### config.mk
export PLATFORM = sky130hd
export DESIGN_NAME = uart_ram_arbiter
export DESIGN_NICKNAME = d
export VERILOG_FILES = /design/src/rtl/uart_ram_arbiter.sv
export SDC_FILE = /design/constraint.sdc
export NUM_CORES = 1
export LEC_CHECK = 0
export BUFFER_PORTS_ARGS = -buffer_cell sky130_fd_sc_hd__buf_4
export CELL_PAD_IN_SITES_DETAIL_PLACEMENT = 1
export CELL_PAD_IN_SITES_GLOBAL_PLACEMENT = 1
export CORE_UTILIZATION = 32
export CTS_CLUSTER_DIAMETER = 150
export DETAILED_ROUTE_END_ITERATION = 10
export PLACE_DENSITY_LB_ADDON = 0.1
export REMOVE_ABC_BUFFERS = 1
export SLEW_MARGIN = 20
export SYNTH_ARGS = -nofsm -noshare
export SYNTH_HDL_FRONTEND = slang
export SYNTH_SLANG_ARGS = --single-unit
### constraint.sdc
create_clock -name Clk -period 3.4 [get_ports Clk]
set_input_delay 0.17 -clock Clk [delete_from_list [all_inputs] [get_ports Clk]]
set_output_delay 0.17 -clock Clk [all_outputs]
set_load 0.02 [all_outputs]
### src/rtl/uart_ram_arbiter.sv
// uart_ram_arbiter: shares one single-port synchronous frame-buffer RAM
// between the display prefetch path (strict priority) and the UART pixel
// writer, whose writes are queued and committed on cycles with no read.
// Build option: define UART_RAM_ARB_WR_FIFO_EN for a 4-entry write FIFO;
// left undefined, a single holding register buffers one write at a time.
module uart_ram_arbiter #(
  parameter int ADDR_W   = 16,
  parameter int DATA_W   = 24,
  parameter int FB_DEPTH = 65536
) (
  input  logic              Clk,
  input  logic              Reset_n,
  input  logic              Wr_Valid,
  output logic              Wr_Ready,
  input  logic [ADDR_W-1:0] Wr_Addr,
  input  logic [DATA_W-1:0] Wr_Data,
  input  logic              Data_Req,
  input  logic              VGA_VS,
  output logic [DATA_W-1:0] DATA,
  output logic              Underrun,
  output logic [ADDR_W-1:0] Ram_Addr,
  output logic              Ram_We,
  output logic [DATA_W-1:0] Ram_Wdata,
  input  logic [DATA_W-1:0] Ram_Rdata
);
  localparam logic [ADDR_W-1:0] LAST_ADDR = ADDR_W'(FB_DEPTH - 1);

  typedef struct packed {
    logic [ADDR_W-1:0] addr;
    logic [DATA_W-1:0] data;
  } wr_req_t;

  logic              r_vs_d;
  logic              r_flush;
  logic [ADDR_W-1:0] r_rd_ptr;
  logic [1:0]        r_occ;
  logic              r_inflight;
  logic              r_head;
  logic [DATA_W-1:0] r_buf [2];

  logic              w_vs_fall;
  logic              w_pop;
  logic [2:0]        w_level;
  logic              w_issue;
  logic              w_wq_ne;
  logic              w_wr_go;
  logic              w_push_wq;
  wr_req_t           w_wq_head;

  // A VS fall seen this cycle flushes the prefetch state at this edge; the
  // following cycle (r_flush) issues no read so refill restarts cleanly.
  assign w_vs_fall = r_vs_d & ~VGA_VS;
  assign w_pop     = Data_Req & (r_occ != 2'd0);
  assign w_level   = {1'b0, r_occ} + {2'b00, r_inflight} - {2'b00, w_pop};
  assign w_issue   = ~r_flush & (w_level < 3'd2);
  assign w_wr_go   = ~w_issue & w_wq_ne;
  assign w_push_wq = Wr_Valid & Wr_Ready;

  assign DATA      = (r_occ != 2'd0) ? r_buf[r_head] : '0;
  assign Underrun  = Data_Req & (r_occ == 2'd0);
  assign Ram_We    = w_wr_go;
  assign Ram_Addr  = w_wr_go ? w_wq_head.addr : r_rd_ptr;
  assign Ram_Wdata = w_wr_go ? w_wq_head.data : '0;

  // Prefetch buffer, read pointer and frame-sync flush.
  always_ff @(posedge Clk or negedge Reset_n) begin
    if (!Reset_n) begin
      r_vs_d     <= 1'b0;
      r_flush    <= 1'b0;
      r_rd_ptr   <= '0;
      r_occ      <= 2'd0;
      r_inflight <= 1'b0;
      r_head     <= 1'b0;
      r_buf[0]   <= '0;
      r_buf[1]   <= '0;
    end else begin
      r_vs_d  <= VGA_VS;
      r_flush <= w_vs_fall;
      if (w_vs_fall) begin
        // Dropping r_inflight discards the return of any read issued now.
        r_rd_ptr   <= '0;
        r_occ      <= 2'd0;
        r_inflight <= 1'b0;
        r_head     <= 1'b0;
      end else begin
        if (w_issue)
          r_rd_ptr <= (r_rd_ptr == LAST_ADDR) ? '0 : r_rd_ptr + ADDR_W'(1);
        r_inflight <= w_issue;
        // Tail slot is head+occ; level<=2 guarantees no overflow.
        if (r_inflight)
          r_buf[r_head ^ r_occ[0]] <= Ram_Rdata;
        if (w_pop)
          r_head <= ~r_head;
        r_occ <= r_occ + {1'b0, r_inflight} - {1'b0, w_pop};
      end
    end
  end

`ifdef UART_RAM_ARB_WR_FIFO_EN
  wr_req_t    r_wq [4];
  logic [1:0] r_wq_wp;
  logic [1:0] r_wq_rp;
  logic [2:0] r_wq_cnt;

  assign Wr_Ready  = (r_wq_cnt != 3'd4);
  assign w_wq_ne   = (r_wq_cnt != 3'd0);
  assign w_wq_head = r_wq[r_wq_rp];

  // Circular write FIFO: push on handshake, pop when the RAM takes a write.
  always_ff @(posedge Clk or negedge Reset_n) begin
    if (!Reset_n) begin
      for (int i = 0; i < 4; i++) r_wq[i] <= '0;
      r_wq_wp  <= 2'd0;
      r_wq_rp  <= 2'd0;
      r_wq_cnt <= 3'd0;
    end else begin
      if (w_push_wq) begin
        r_wq[r_wq_wp] <= '{addr: Wr_Addr, data: Wr_Data};
        r_wq_wp       <= r_wq_wp + 2'd1;
      end
      if (w_wr_go)
        r_wq_rp <= r_wq_rp + 2'd1;
      r_wq_cnt <= r_wq_cnt + {2'b00, w_push_wq} - {2'b00, w_wr_go};
    end
  end
`else
  logic    r_hv;
  wr_req_t r_hold;

  assign Wr_Ready  = ~r_hv;
  assign w_wq_ne   = r_hv;
  assign w_wq_head = r_hold;

  // Single holding register: full from acceptance until committed.
  always_ff @(posedge Clk or negedge Reset_n) begin
    if (!Reset_n) begin
      r_hv   <= 1'b0;
      r_hold <= '0;
    end else if (w_push_wq) begin
      r_hv   <= 1'b1;
      r_hold <= '{addr: Wr_Addr, data: Wr_Data};
    end else if (w_wr_go) begin
      r_hv   <= 1'b0;
    end
  end
`endif

endmodule

# After elaboration in Yosys (flattened, before gate mapping)
# Cells that the tools add are included.
# W data, S select, Z words.
# totals
ff_bits,111
inputBits,69
# op_classes
n_addsub,5
magnitude_cmp,4
n_eq_ne,1
mux,18
bitwise,15
reduce_logical,7
# op_table
op,count
$mux W24,6
$mux W16,4
$bwmux W48,1
$demux W24 S1,1
$add A16 B1 Y16 const B,1
$eq A16 B16 Y1 const B,1
$reduce_bool A2 Y1,4
$and A1 B1 Y1,6
$not A1 Y1,6
$mux W1,5
$ge A2 B2 Y1 const B,2
$not A1 Y2,2
$add A2 B1 Y3,1
$lt A3 B2 Y1 const B,1
$sub A3 B1 Y3,1
$add A2 B1 Y2,1
$logic_not A2 Y1,1
$lt A2 B1 Y1 const B,1
$mux W2,1
$reduce_and A2 Y1,1
$sub A2 B1 Y2,1
$logic_and A1 B1 Y1,1
$xor A1 B1 Y1,1

# Longest topological paths before layout
# logic_depth
word_depth,9
depth_mapped,12
mapped_depth_nobuf,11

# Worst setup path after synthesis
# Ideal clock, no wire load.
# synth_timing
path_type,register to output
from,reg r_occ[1]
to,out Ram_Addr[10]
t_arrival_ps,3129
required_time_ps,3230
setup_slack_ps,101
path_stages_with_launch,12
n_path_buf,1
cell_sequence,dfrtp_1 > nor2_1 > nor2b_1 > ha_1 > inv_1 > ha_1 > inv_1 > fa_1 > nor2b_1 > a21oi_1 > clkbuf_1 > o21ai_0
# synth_via
elab_chain_len,8
# synth_rtl
element,line_no,rtl
"start, declared",36,logic [1:0] r_occ;
"start signal, assigned",94,"r_occ <= r_occ + {1'b0, r_inflight} - {1'b0, w_pop};"
"parallel branches: the longest is 2 deep, another holds $add A2 B1 Y3",--,
$sub A3 B1 Y3 *,54,"assign w_level = {1'b0, r_occ} + {2'b00, r_inflight} - {2'b00, w_pop};"
$lt A3 B2 Y1 *,55,assign w_issue = ~r_flush & (w_level < 3'd2);
$and A1 B1 Y1 *,55,
$not A1 Y1 *,56,assign w_wr_go = ~w_issue & w_wq_ne;
$and A1 B1 Y1 *,56,
via Ram_We,22,"output logic Ram_We,"
$mux W16 *,62,assign Ram_Addr = w_wr_go ? w_wq_head.addr : r_rd_ptr;
"end, declared",21,"output logic [ADDR_W-1:0] Ram_Addr,"
# Mark *: on every way through the listed nets, which the timed path passes.

# Worst setup path after layout
# layout_timing
from,reg r_occ[1]
to,out Ram_Addr[3]
# layout_via
elab_chain_len,8
# layout_rtl
element,line_no
"parallel branches: the longest is 2 deep, another holds $add A2 B1 Y3",--
$sub A3 B1 Y3 *,54
$lt A3 B2 Y1 *,55
$and A1 B1 Y1 *,55
$not A1 Y1 *,56
$and A1 B1 Y1 *,56
$mux W16 *,62
# Every way passes the cells marked *.

==> summary.md <==
| Metric | Value |
|---|---|
| Reg2reg end | `r_rd_ptr[14]$_DFFE_PN0P_` |
| Worst Setup SP | `r_occ[1]$_DFF_PN0_` |
| Synth top area cells | `dfrtp_1, mux2_2, mux2i_1` |
| Worst r2r path cells | `11` |
| Vias in the first global route | `approximately 4000` |
| Die Width | `around 130 um` |
| Critical Path RT | `between 3 and 4 ns` |
| Inst Count DP | `759` |
| Rows | `between 40 and 50` |
| Share of the synthesized area in the top cell type | `between 50% and 60%` |
| Routed wire length | `approximately 13000 um` |
| Routed Antenna Nets | `0` |
| Distinct cells, synth | `between 40 and 50` |
| Leak | `between 3 and 4 nW` |
| PD cells | `roughly 980 mW/mm^2` |
| Worst Setup EP | `Ram_Addr[3]` |
| Post-Syn Area | `0.00520 mm^2` |
| Reg2Reg Launch Point | `r_occ[1]$_DFF_PN0_` |
| Fillers | `approximately 1700` |
| Flop-to-flop setup slack | `roughly 0.24 ns` |
| Register area share after synthesis | `a little over half` |
| Cell breakdown of the critical path | `nor2_4 -> nor2b_2 -> ha_1 -> inv_1 -> ha_1 -> inv_2 -> fa_2 -> nor2b_4 -> a21oi_4 -> clkbuf_16 -> mux2_2 -> buf_4` |
| Arrival @ worst endpoint | `about 3.1 ns` |
| Max_cap viols | `0` |
| Clock power frac | `~15%` |
| Status | `completed` |
| Comb power frac | `53.5%` |
| Fmax | `approximately 300 MHz` |
| CTS tree | `done` |
| Largest net degree at the start of global routing | `59` |
| Final GP Congestion | `between 0.7 and 0.8` |
| Synth warn | `0` |
| CP Launch Type | `flip-flop` |
| Final setup fails | `0` |
| # diodes | `0` |
| Remaining DRCs | `0` |
| Sequential group share of total power | `31.7%` |
| Commonest cells after routing, fill and taps aside | `buf_4, dfrtp_1, mux2_2` |
| Tmin final | `3.29 ns` |
| Worst min path class | `input port to flip-flop` |
| Register clock-pin slew on the reported worst setup and hold paths | `roughly 0.080 ns` |
| Post-DP HPWL | `~9000 um` |
| Pins Over Slew Limit | `0` |
| CTS sink cnt | `111` |
| CP dominant cell by count | `ha_1` |
| I/O Buffers | `between 100 and 150` |
| Sw Ratio | `between 30 and 40%` |
| Internal power | `0.00420 W` |
| Vias | `between 3000 and 4000` |
| Worst Clk Skew | `between 0.004 and 0.005 ns` |
| Slew margin rel. | `between 40% and 50%` |
| Initial DRC Count | `135` |
| Gr ovfl total | `0` |
| Yosys top cell by area | `dfrtp_1` |
| Mapped Cells | `around 420` |
| Crit-path max FO | `6` |
| Final core occ | `between 40 and 50%` |
| Share of cells above drive strength 1 | `approximately half` |
| Critical path capture point type | `output pin` |
| CTS H-tree depth | `3` |
| Initial core utilization | `32.7%` |
| Core Footprint | `0.0159 mm^2` |
| Per-cell routed wire length | `between 15 and 20 um` |
| VDD IR-drop max | `0.000436 V` |
| Synth Area per Inst | `roughly 12 um^2` |
| Total CTS buffers | `9` |
| Drt via density | `4.83` |
| Global-route wire length before repair | `between 20000 and 25000 um` |
| CTS root buf | `clkbuf_16` |
| Num ports | `between 100 and 150` |
| Max Buffers Root-to-Sink | `2` |
| Final period utilization | `96.7%` |
| Final Power | `~0.007 W` |
| Yosys reg bits | `approximately 110` |
| CP max-delay cell | `fa_2` |
| Area grow syn2layout | `33.7%` |
| Skew-Pair Late Insertion Delay | `0.35 ns` |
| Final Net Count | `~640` |
| CP peak stage delay | `between 0.4 and 0.5 ns` |
| Final hold violation count | `0` |
| Tot GR Track Use | `between 10% and 20%` |
| DIE AREA | `0.0168 mm^2` |
| Antenna violations before repair | `0` |
| Psw | `about 0.0026 W` |
| Slew @ Worst Pin | `0.791 ns` |
| Setup CP Type | `flip-flop to output pin` |
| Commonest non-fill, non-tap cell in the layout | `buf_4` |
| Drt first pass iters | `4` |
| Die height | `about 130 um` |
| Fin cells | `approximately 780` |
[layout make-up]
cell class / instances / area, um^2 / share of cell area [%]
inverter: 9 / 33.8 / 0.486
timing repair buffer: 153 / 1240 / 17.9
sequential: 111 / 2780 / 40.0
clock inverter: 7 / 56.3 / 0.810
clock buffer: 9 / 225 / 3.24
tap: 216 / 270 / 3.89
multi-input combinational: 279 / 2340 / 33.7
[metal layers]
metal,routed length [um],GRT usage [%]
met5,0,0
met4,136,5.20
met3,717,3.88
met2,6800,27.7
met1,5530,19.0
[flip-flops by register name, indices dropped and copies added (netlist names), 2 cells and up]
signal / flops
r_buf: 48
r_rd_ptr: 16
r_hold: 40
r_occ: 2
[worst min path at each step]
stage	start	endpoint	slack, ns	depth (start not counted)
floorplan	Reset_n	r_buf[0]$_DFFE_PN0P_	-0.13	0
global placement	VGA_VS	r_vs_d$_DFF_PN0_	0.29	1
detailed placement	VGA_VS	r_vs_d$_DFF_PN0_	0.30	1
CTS	Wr_Data[0]	r_hold[0]$_DFFE_PN0P_	0.03	2
global route	Wr_Data[16]	r_hold[16]$_DFFE_PN0P_	0.04	2
finish	Wr_Data[0]	r_hold[0]$_DFFE_PN0P_	0.05	2
[metrics by stage]
step,area (um^2),setup WS [ns],TNS (ns),hold slack [ns]
2_1_floorplan,5100,-1.70,-70.35,-0.126
3_3_place_gp,6510,0.369,0,0.289
3_5_place_dp,6510,0.235,0,0.300
4_1_cts,6810,0.0342,0,0.0311
5_1_grt,6950,-0.0154,-0.0716,0.0398
6_report,6950,0.111,0,0.0468
[timing repair]
action,in CTS,in global routing
resized for setup,0,8
hold buffers,2,0
setup endpoints to repair,0,14
setup buffers,0,4
endpoints found under the hold margin,58,0
[synth_stat cells, drive strengths merged]
master	n
nand3	10
nor4	2
o2111ai	2
nand3b	2
and4	2
mux2i	24
a31oi	8
nand4bb	1
o22ai	1
nand4	8
and2	26
nand2b	2
o31a	1
o21ai	10
ha	3
nor3	2
a21oi	6
fa	1
nor2	31
clkbuf	14
xnor2	3
a32o	1
nand2	14
and3	2
mux2	100
o31ai	2
inv	9
nand4b	2
dfrtp	111
or4	4
buf	10
or3	2
a31o	1
xor2	2
nor2b	3
o211ai	1
[cells by family (layout without fill, tap and decap cells)]
group | after synthesis | in the layout | share of synthesized area, %
XOR/XNOR | 5 | 5 | 0.842
flip-flops | 111 | 111 | 53.4
buffers and inverters | 33 | 178 | 2.50
AND/OR/NAND/NOR | 113 | 113 | 11.9
adder cells (fa/ha/maj) | 4 | 4 | 1.11
multiplexers | 124 | 124 | 26.3
AO/OA/AOI/OAI | 33 | 33 | 3.95
[power groups by stage]
stage / Combinational, W / Clock (W) / Sequential [W]
floorplan: 0.00212 / 0 / 0.00215
global placement: 0.00339 / 0 / 0.00216
detailed placement: 0.00343 / 0 / 0.00220
CTS: 0.00345 / 0.00106 / 0.00217
global route: 0.00396 / 0.00111 / 0.00225
finish: 0.00366 / 0.00101 / 0.00217
[critical path, delay by kind of cell (launching register included)]
family | cells | cell delay [ns]
multiplexers | 1 | 0.33
buffers and inverters | 4 | 0.49
flip-flops | 1 | 0.44
AO/OA/AOI/OAI | 1 | 0.28
AND/OR/NAND/NOR | 3 | 0.34
adder cells (fa/ha/maj) | 3 | 0.89
Note: power is estimated with default switching activity, not from simulation.
